$ cat src/rtl/max7219_pkg.sv
// Shared constants for the MAX7219 pattern generator.
// Latency: n/a (constants only).
// Backpressure: n/a.
package max7219_pkg;

  localparam int DIGIT_W = 4;

  localparam logic [1:0] MODE_CASCADE  = 2'd0;
  localparam logic [1:0] MODE_BCD_UP   = 2'd1;
  localparam logic [1:0] MODE_HEX_UP   = 2'd2;
  localparam logic [1:0] MODE_BCD_DOWN = 2'd3;

  localparam logic [DIGIT_W-1:0] BCD_MAX = 4'd9;

endpackage

$ cat src/rtl/max7219_bcd_digit.sv
// One decimal digit step: computes the next value and the carry/borrow to the next digit.
// Latency: purely combinational; the owning register lives in the top.
// Backpressure: none; en_i low leaves the digit unchanged, clr_i forces zero.
module max7219_bcd_digit
  import max7219_pkg::*;
(
  input  logic [DIGIT_W-1:0] digit_i,
  input  logic               up_i,
  input  logic               en_i,
  input  logic               clr_i,
  output logic [DIGIT_W-1:0] digit_o,
  output logic               carry_o
);

  // Next digit value and carry/borrow; out-of-range nibbles counting up fold to 0.
  always_comb begin
    digit_o = digit_i;
    carry_o = 1'b0;
    if (clr_i) begin
      digit_o = '0;
    end else if (en_i) begin
      if (up_i) begin
        if (digit_i >= BCD_MAX) begin
          digit_o = '0;
          carry_o = 1'b1;
        end else begin
          digit_o = digit_i + DIGIT_W'(1);
        end
      end else begin
        if (digit_i == '0) begin
          digit_o = BCD_MAX;
          carry_o = 1'b1;
        end else begin
          digit_o = digit_i - DIGIT_W'(1);
        end
      end
    end
  end

endmodule

$ cat src/rtl/max7219_pattern_gen.sv
// Test-pattern source for MAX7219 digit/dot inputs; MAX7219_DOT_BOUNCE_EN makes DOT ping-pong.
// Latency: DATA/DOT change on the prescaler wrap edge; TICK is high the cycle after, with new DATA.
// Backpressure: none; HOLD freezes DATA/DOT/counters while prescaler and TICK keep running.
module max7219_pattern_gen
  import max7219_pkg::*;
#(
  parameter int DIGITS     = 8,
  parameter int PRESCALE_W = 21,
  parameter int DOT_DIV    = 8
) (
  input  logic                        CLK_IN,
  input  logic                        RST,
  input  logic [1:0]                  MODE,
  input  logic                        HOLD,
  output logic [DIGIT_W*DIGITS-1:0]   DATA,
  output logic [DIGITS-1:0]           DOT,
  output logic                        TICK
);

  localparam int DATA_W = DIGIT_W * DIGITS;
  localparam int DIV_W  = (DOT_DIV > 1) ? $clog2(DOT_DIV) : 1;
  localparam logic [DIV_W-1:0] DIV_LAST = DIV_W'(DOT_DIV - 1);

  logic [PRESCALE_W-1:0] prescaler_q, prescaler_d;
  logic [1:0]            mode_q, mode_d;
  logic [DATA_W-1:0]     data_q, data_d;
  logic [DIGITS-1:0]     t_q, t_d;
  logic [DIGITS-1:0]     dot_q, dot_d;
  logic [DIV_W-1:0]      div_q, div_d;
  logic                  tick_q, tick_d;
`ifdef MAX7219_DOT_BOUNCE_EN
  logic                  dir_up_q, dir_up_d;
`endif

  logic                  tick_int;
  logic                  mode_sw;
  logic                  adv;
  logic                  bcd_en;
  logic                  bcd_up;
  logic [DATA_W-1:0]     bcd_next;
  logic                  casc_en;
  logic                  bcd_wrap_unused;

  assign tick_int = &prescaler_q;
  assign mode_sw  = (mode_q != MODE);
  // A mode-switch edge swallows a coincident tick entirely.
  assign adv      = tick_int & ~HOLD & ~mode_sw;
  assign bcd_up   = (mode_q == MODE_BCD_UP);
  assign bcd_en   = adv & ((mode_q == MODE_BCD_UP) | (mode_q == MODE_BCD_DOWN));

  // Ripple decimal counter: each digit enabled by the previous digit's carry/borrow.
  for (genvar g = 0; g < DIGITS; g++) begin : g_digit
    logic cin;
    logic cout;
    if (g == 0) begin : g_first
      assign cin = bcd_en;
    end else begin : g_chain
      assign cin = g_digit[g-1].cout;
    end
    max7219_bcd_digit u_digit (
      .digit_i (data_q[DIGIT_W*g +: DIGIT_W]),
      .up_i    (bcd_up),
      .en_i    (cin),
      .clr_i   (mode_sw),
      .digit_o (bcd_next[DIGIT_W*g +: DIGIT_W]),
      .carry_o (cout)
    );
  end
  // Full-counter wrap needs no action: the digits already land on 0s or 9s.
  assign bcd_wrap_unused = g_digit[DIGITS-1].cout;

  // Free-running prescaler, mode sampling and the registered tick strobe.
  always_comb begin
    prescaler_d = prescaler_q + PRESCALE_W'(1);
    mode_d      = MODE;
    tick_d      = tick_int;
  end

  // Digit data: clear on mode switch, otherwise advance per mode on unheld ticks.
  always_comb begin
    data_d  = data_q;
    t_d     = t_q;
    casc_en = 1'b1;
    if (mode_sw) begin
      data_d = '0;
      t_d    = '0;
    end else if (adv) begin
      case (mode_q)
        MODE_CASCADE: begin
          t_d = t_q + DIGITS'(1);
          // digit i steps when all lower tick-counter bits are ones
          for (int i = 0; i < DIGITS; i++) begin
            if (casc_en) begin
              data_d[DIGIT_W*i +: DIGIT_W] = data_q[DIGIT_W*i +: DIGIT_W] + DIGIT_W'(1);
            end
            casc_en = casc_en & t_q[i];
          end
        end
        MODE_HEX_UP: data_d = data_q + DATA_W'(1);
        default:     data_d = bcd_next;
      endcase
    end
  end

  // Dot divider and dot movement on every DOT_DIV-th unheld tick.
  always_comb begin
    dot_d = dot_q;
    div_d = div_q;
`ifdef MAX7219_DOT_BOUNCE_EN
    dir_up_d = dir_up_q;
`endif
    if (adv) begin
      if (div_q == DIV_LAST) begin
        div_d = '0;
`ifdef MAX7219_DOT_BOUNCE_EN
        if (DIGITS > 1) begin
          if (dir_up_q) begin
            if (dot_q[DIGITS-1]) begin
              dot_d    = dot_q >> 1;
              dir_up_d = 1'b0;
            end else begin
              dot_d = dot_q << 1;
            end
          end else begin
            if (dot_q[0]) begin
              dot_d    = dot_q << 1;
              dir_up_d = 1'b1;
            end else begin
              dot_d = dot_q >> 1;
            end
          end
        end
`else
        // rotate right: bit0 wraps to bit DIGITS-1
        dot_d = (dot_q >> 1) | (dot_q << (DIGITS - 1));
`endif
      end else begin
        div_d = div_q + DIV_W'(1);
      end
    end
  end

  // State registers with asynchronous active-low reset.
  always_ff @(posedge CLK_IN or negedge RST) begin
    if (!RST) begin
      prescaler_q <= '0;
      mode_q      <= MODE_CASCADE;
      data_q      <= '0;
      t_q         <= '0;
      dot_q       <= DIGITS'(1);
      div_q       <= '0;
      tick_q      <= 1'b0;
`ifdef MAX7219_DOT_BOUNCE_EN
      dir_up_q    <= 1'b1;
`endif
    end else begin
      prescaler_q <= prescaler_d;
      mode_q      <= mode_d;
      data_q      <= data_d;
      t_q         <= t_d;
      dot_q       <= dot_d;
      div_q       <= div_d;
      tick_q      <= tick_d;
`ifdef MAX7219_DOT_BOUNCE_EN
      dir_up_q    <= dir_up_d;
`endif
    end
  end

  assign DATA = data_q;
  assign DOT  = dot_q;
  assign TICK = tick_q;

endmodule
$ cat config.mk
export PLATFORM = sky130hd
export DESIGN_NAME = max7219_pattern_gen
export DESIGN_NICKNAME = d
export VERILOG_FILES = /design/src/rtl/max7219_pkg.sv /design/src/rtl/max7219_bcd_digit.sv /design/src/rtl/max7219_pattern_gen.sv
export SDC_FILE = /design/constraint.sdc
export NUM_CORES = 1
export LEC_CHECK = 0
export BUFFER_PORTS_ARGS = -buffer_cell sky130_fd_sc_hd__buf_2
export CORE_MARGIN = 5
export CORE_UTILIZATION = 43
export CTS_CLUSTER_SIZE = 12
export DETAILED_ROUTE_END_ITERATION = 8
export GPL_TIMING_DRIVEN = 0
export HOLD_SLACK_MARGIN = 0.05
export RECOVER_POWER = 100
export REMOVE_ABC_BUFFERS = 1
export SYNTH_ARGS = -nofsm -noshare
export SYNTH_HDL_FRONTEND = slang
export SYNTH_SLANG_ARGS = --single-unit
$ cat constraint.sdc
create_clock -name CLK_IN -period 2.4 [get_ports CLK_IN]
set_input_delay 0.36 -clock CLK_IN [delete_from_list [all_inputs] [get_ports CLK_IN]]
set_output_delay 0.36 -clock CLK_IN [all_outputs]
set_load 0.005 [all_outputs]
==> summary.md <==
Portion of the clock cycle consumed by the worst path in the final layout: 1.022. Setup violations remaining at the end of the flow were counted as 5. Walking the worst path, the cells encountered are inv_4 -> ha_4 -> or3b_4 -> o2bb2ai_4 -> o2111ai_4 -> buf_12 -> o31a_4 -> o31a_1 -> a21oi_2. The synthesis-to-finish area growth is 27.72%, and the count of nets after finishing is 823. The flow ran to the end, but the final reports show violations. The min-delay analysis places its worst path in the category in -> reg.

The H-tree generated during clock tree synthesis spans 3 levels. The die is 127.9 microns tall. In the layout the commonest cells are 62 x sky130_fd_sc_hd__a21oi_1, 54 x sky130_fd_sc_hd__dfrtp_1, 49 x sky130_fd_sc_hd__buf_4. The share of flip-flops with an asynchronous set or reset after synthesis came out at 1.000. For this run, design rule violations remaining after detail routing come to 0. The worst path in the final design needs a cycle of 2.453 ns, including I/O delays and setup. Setup repair after global routing could not meet its margin everywhere. The buffering stage count on the worst path with inverters included works out to 2.

Fraction of layout cells with a size suffix above 1: 0.3104. The slowest stage of the critical path is the sky130_fd_sc_hd__dfrtp_2 cell. The worst-case headroom to the max-slew limit was 0.4423. For the worst setup path, the data arrival time is 2.73 ns. The die covers 0.01637 sq mm.

The layout has 1262 filler cells. For this run, the detailed router's first-pass iteration total came to 5. The number of synthesized flops with an enable pin is 0, and the count of max-cap constraint violations is 0. CTS saw 74 sinks.

The flop and latch count out of synthesis works out to 74. Along the worst path, the maximum fanout reaches 6. The number of hold violations in the final report came out at 0. Leaving out fill and tap cells, the most frequent cell in the layout is sky130_fd_sc_hd__a21oi_1. The number of vias in the routed layout is 6078.

Entering global routing, the biggest net connects 48 pins. For this run, the number of Yosys warnings is 0. For this run the aggregate overflow at the end of global routing stands at 0. The transition time at the pin with the least slew margin was 0.8366 ns; the number of buffer cells added on primary ports was 45.

The logs give 0.4342 for the effective utilization at floorplan and 516 for the iteration-0 DRC count of the detailed router. The number of max-slew violations in the final report was 0; the worst clock skew on the final layout was 0.006316 ns. In this run the horizontal extent of the chip is 127.9 microns. Power spread over the standard cell area amounts to 630.5 mW/mm^2. The type of the setup path with the least slack was reg -> reg. The delay of the slowest cell on the worst path came out at 0.46 ns. The kind of cell with the highest combined delay along the critical path is compound AO/OA/AOI/OAI gates. The logs give 2 for the maximum buffer depth of the clock tree and 2.68 ns for the worst path required time. The initial antenna violation count is 0, and the area fraction of the dominant cell type after synthesis is 0.3054. The checks that failed: negative setup slack. The clock transition time at the flip-flop clock pins of the worst setup and hold paths was 0.06 ns; the site row count was 43. The worst path setup slack after routing was -0.05285 ns; the antenna diode count was 0. The cell sitting at the root of the clock tree is a sky130_fd_sc_hd__clkbuf_16. The tools report the number of cells produced by synthesis as 704. The flip-flop cell with the highest count after synthesis is sky130_fd_sc_hd__dfrtp_1. VDD sags by at most 0.5561 mV.

For the clock network latency to the later pin of the worst-skew pair, the log shows 0.35 ns. The congestion estimate from routability-driven global placement came to 0.8451. Counting the buffers created by CTS gives 9.

The run gives 0.3098 as the share of synthesized area occupied by flip-flops and latches. Summed over all cells, the static leakage comes to 3.170 nW. The first global-routing pass estimated 29.19 mm of wire. Based on the critical path, the design can be clocked at up to 407.7 MHz. Overall track demand over capacity in global routing: 0.2205. The final layout contains routed wiring with a total length of 18.70 mm. The detailed-route vias per instance works out to 6.292. By area the synthesized netlist is led by sky130_fd_sc_hd__dfrtp_1 31%, sky130_fd_sc_hd__ha_1 7.7%, sky130_fd_sc_hd__a21oi_1 5.5%. The run gives 5575 as the via count of the first global-routing pass. A synthesized cell averages 8.495 sq um.

The run gives 0.01377 sq mm as the area of the core. STA classifies the critical path endpoint as a flip-flop. For the total power after layout, the log shows 4.816 mW. The most area-hungry cell type in the Yosys netlist was sky130_fd_sc_hd__dfrtp_1. TritonCTS built the clock tree. The estimated wirelength of the detail-placed design is 11.23 mm. The critical path startpoint category was a flip-flop. In this run, distinct cell masters in the synthesized netlist total 84. In this run the remaining antenna-violating nets after routing total 0. For the total negative slack for setup checks, the log shows -0.1600 ns.

Dividing the detail-routed wire length by the instance count gives 19.36 microns. The tools report the top-level I/O count as 46. The area of the mapped netlist was 0.005981 sq mm.
==> registers in the layout, summed over array words and instances, names as in the netlist <==
signal,cells
div_q,3
TICK,1
mode_q,2
DATA,32
t_q,7
prescaler_q,21
DOT,8
==> worst paths after layout <==
check	slack (ns)	cells past startpoint	end	startpoint
worst max register to register	-0.05	9	DATA[29]	DATA[5]
max in group asynchronous	0.49	3	DATA[2]	RST
worst min register to register	0.48	1	prescaler_q[14]	prescaler_q[14]
worst min-delay path	0.26	1	mode_q[0]	MODE[0]
min in group asynchronous	0.64	2	DATA[31]	RST
worst max-delay path	-0.05	9	DATA[29]	DATA[5]
==> cell type report <==
type / count / area, sq um / area share
well taps: 180 / 225.2 / 0.02948
flip-flops and latches: 74 / 1884 / 0.2467
repair inverters: 1 / 5.005 / 0.0006552
repair buffers: 108 / 783.3 / 0.1025
clock buffers: 10 / 239.0 / 0.03129
multi-input cells: 555 / 4298 / 0.5627
inverters: 32 / 130.1 / 0.01704
clock inverters: 6 / 73.82 / 0.009664
==> repair_timing <==
item,CTS,global route
setup buffers,32,27
resized for setup,94,45
endpoints found under the setup margin,50,33
pin swaps,13,13
hold buffers,1,0
endpoints found under the hold margin,27,0
gates cloned,3,0
==> where the power goes <==
part           internal, mW  switching (mW)  total (mW)
combinational         0.820           0.958        1.78
clock                 0.846           0.592        1.44
sequential             1.35           0.248        1.60
total                  3.02            1.80        4.82
==> through the flow <==
stage / hold WS [ns] / cells / cell area (sq um) / setup slack [ns] / util
after floorplan: 0.06441 / 659 / 5774 / -0.6693 / -
after global placement: 0.4605 / 884 / 6225 / -2.264 / 0.4519
after detailed placement: 0.3347 / 887 / 6307 / -1.754 / 0.4579
after CTS: 0.1901 / 939 / 7261 / 0.0005334 / 0.5272
after global routing: 0.2669 / 966 / 7639 / -0.1155 / 0.5546
final: 0.2556 / 966 / 7639 / -0.05285 / 0.5546
==> cell usage after synthesis, drive strengths merged (7+ instances only) <==
library cell,count
a211oi,9
a21oi,66
a31oi,16
and2,9
and3,9
buf,15
clkbuf,30
dfrtp,73
ha,37
inv,31
mux2,10
nand2,43
nand2b,12
nand3,31
nand4,13
nor2,43
nor2b,8
nor3,18
o21a,7
o21ai,51
o22ai,7
o31ai,9
xnor2,25
xor2,12
==> cells by family after synthesis <==
family          Yosys count  share of synthesized area
mux                      10                    0.01883
xor+xnor                 37                    0.05418
fa+ha+maj                37                    0.07741
buf+inv                  77                    0.05460
flops                    74                     0.3098
compound gates          241                     0.2697
simple gates            228                     0.2155
==> metal layers <==
metal  vias to the layer above  GRT usage  wire (microns)
met3                        56    0.03958            1404
met4                         0     0.1061             622
met5                         -          0               0
met1                      2957     0.2860            7618
met2                       284     0.3555            9051
li1                       2781          -               -
==> worst register-to-register path, cell delays in order, from the launching register on <==
cell and delay [ns]:
sky130_fd_sc_hd__dfrtp_2 0.46, sky130_fd_sc_hd__inv_4 0.10, sky130_fd_sc_hd__ha_4 0.13, sky130_fd_sc_hd__or3b_4 0.40, sky130_fd_sc_hd__o2bb2ai_4 0.16, sky130_fd_sc_hd__o2111ai_4 0.20, sky130_fd_sc_hd__buf_12 0.19, sky130_fd_sc_hd__o31a_4 0.33
sky130_fd_sc_hd__o31a_1 0.31, sky130_fd_sc_hd__a21oi_2 0.12
No activity file was read; power rests on OpenSTA's default activity.
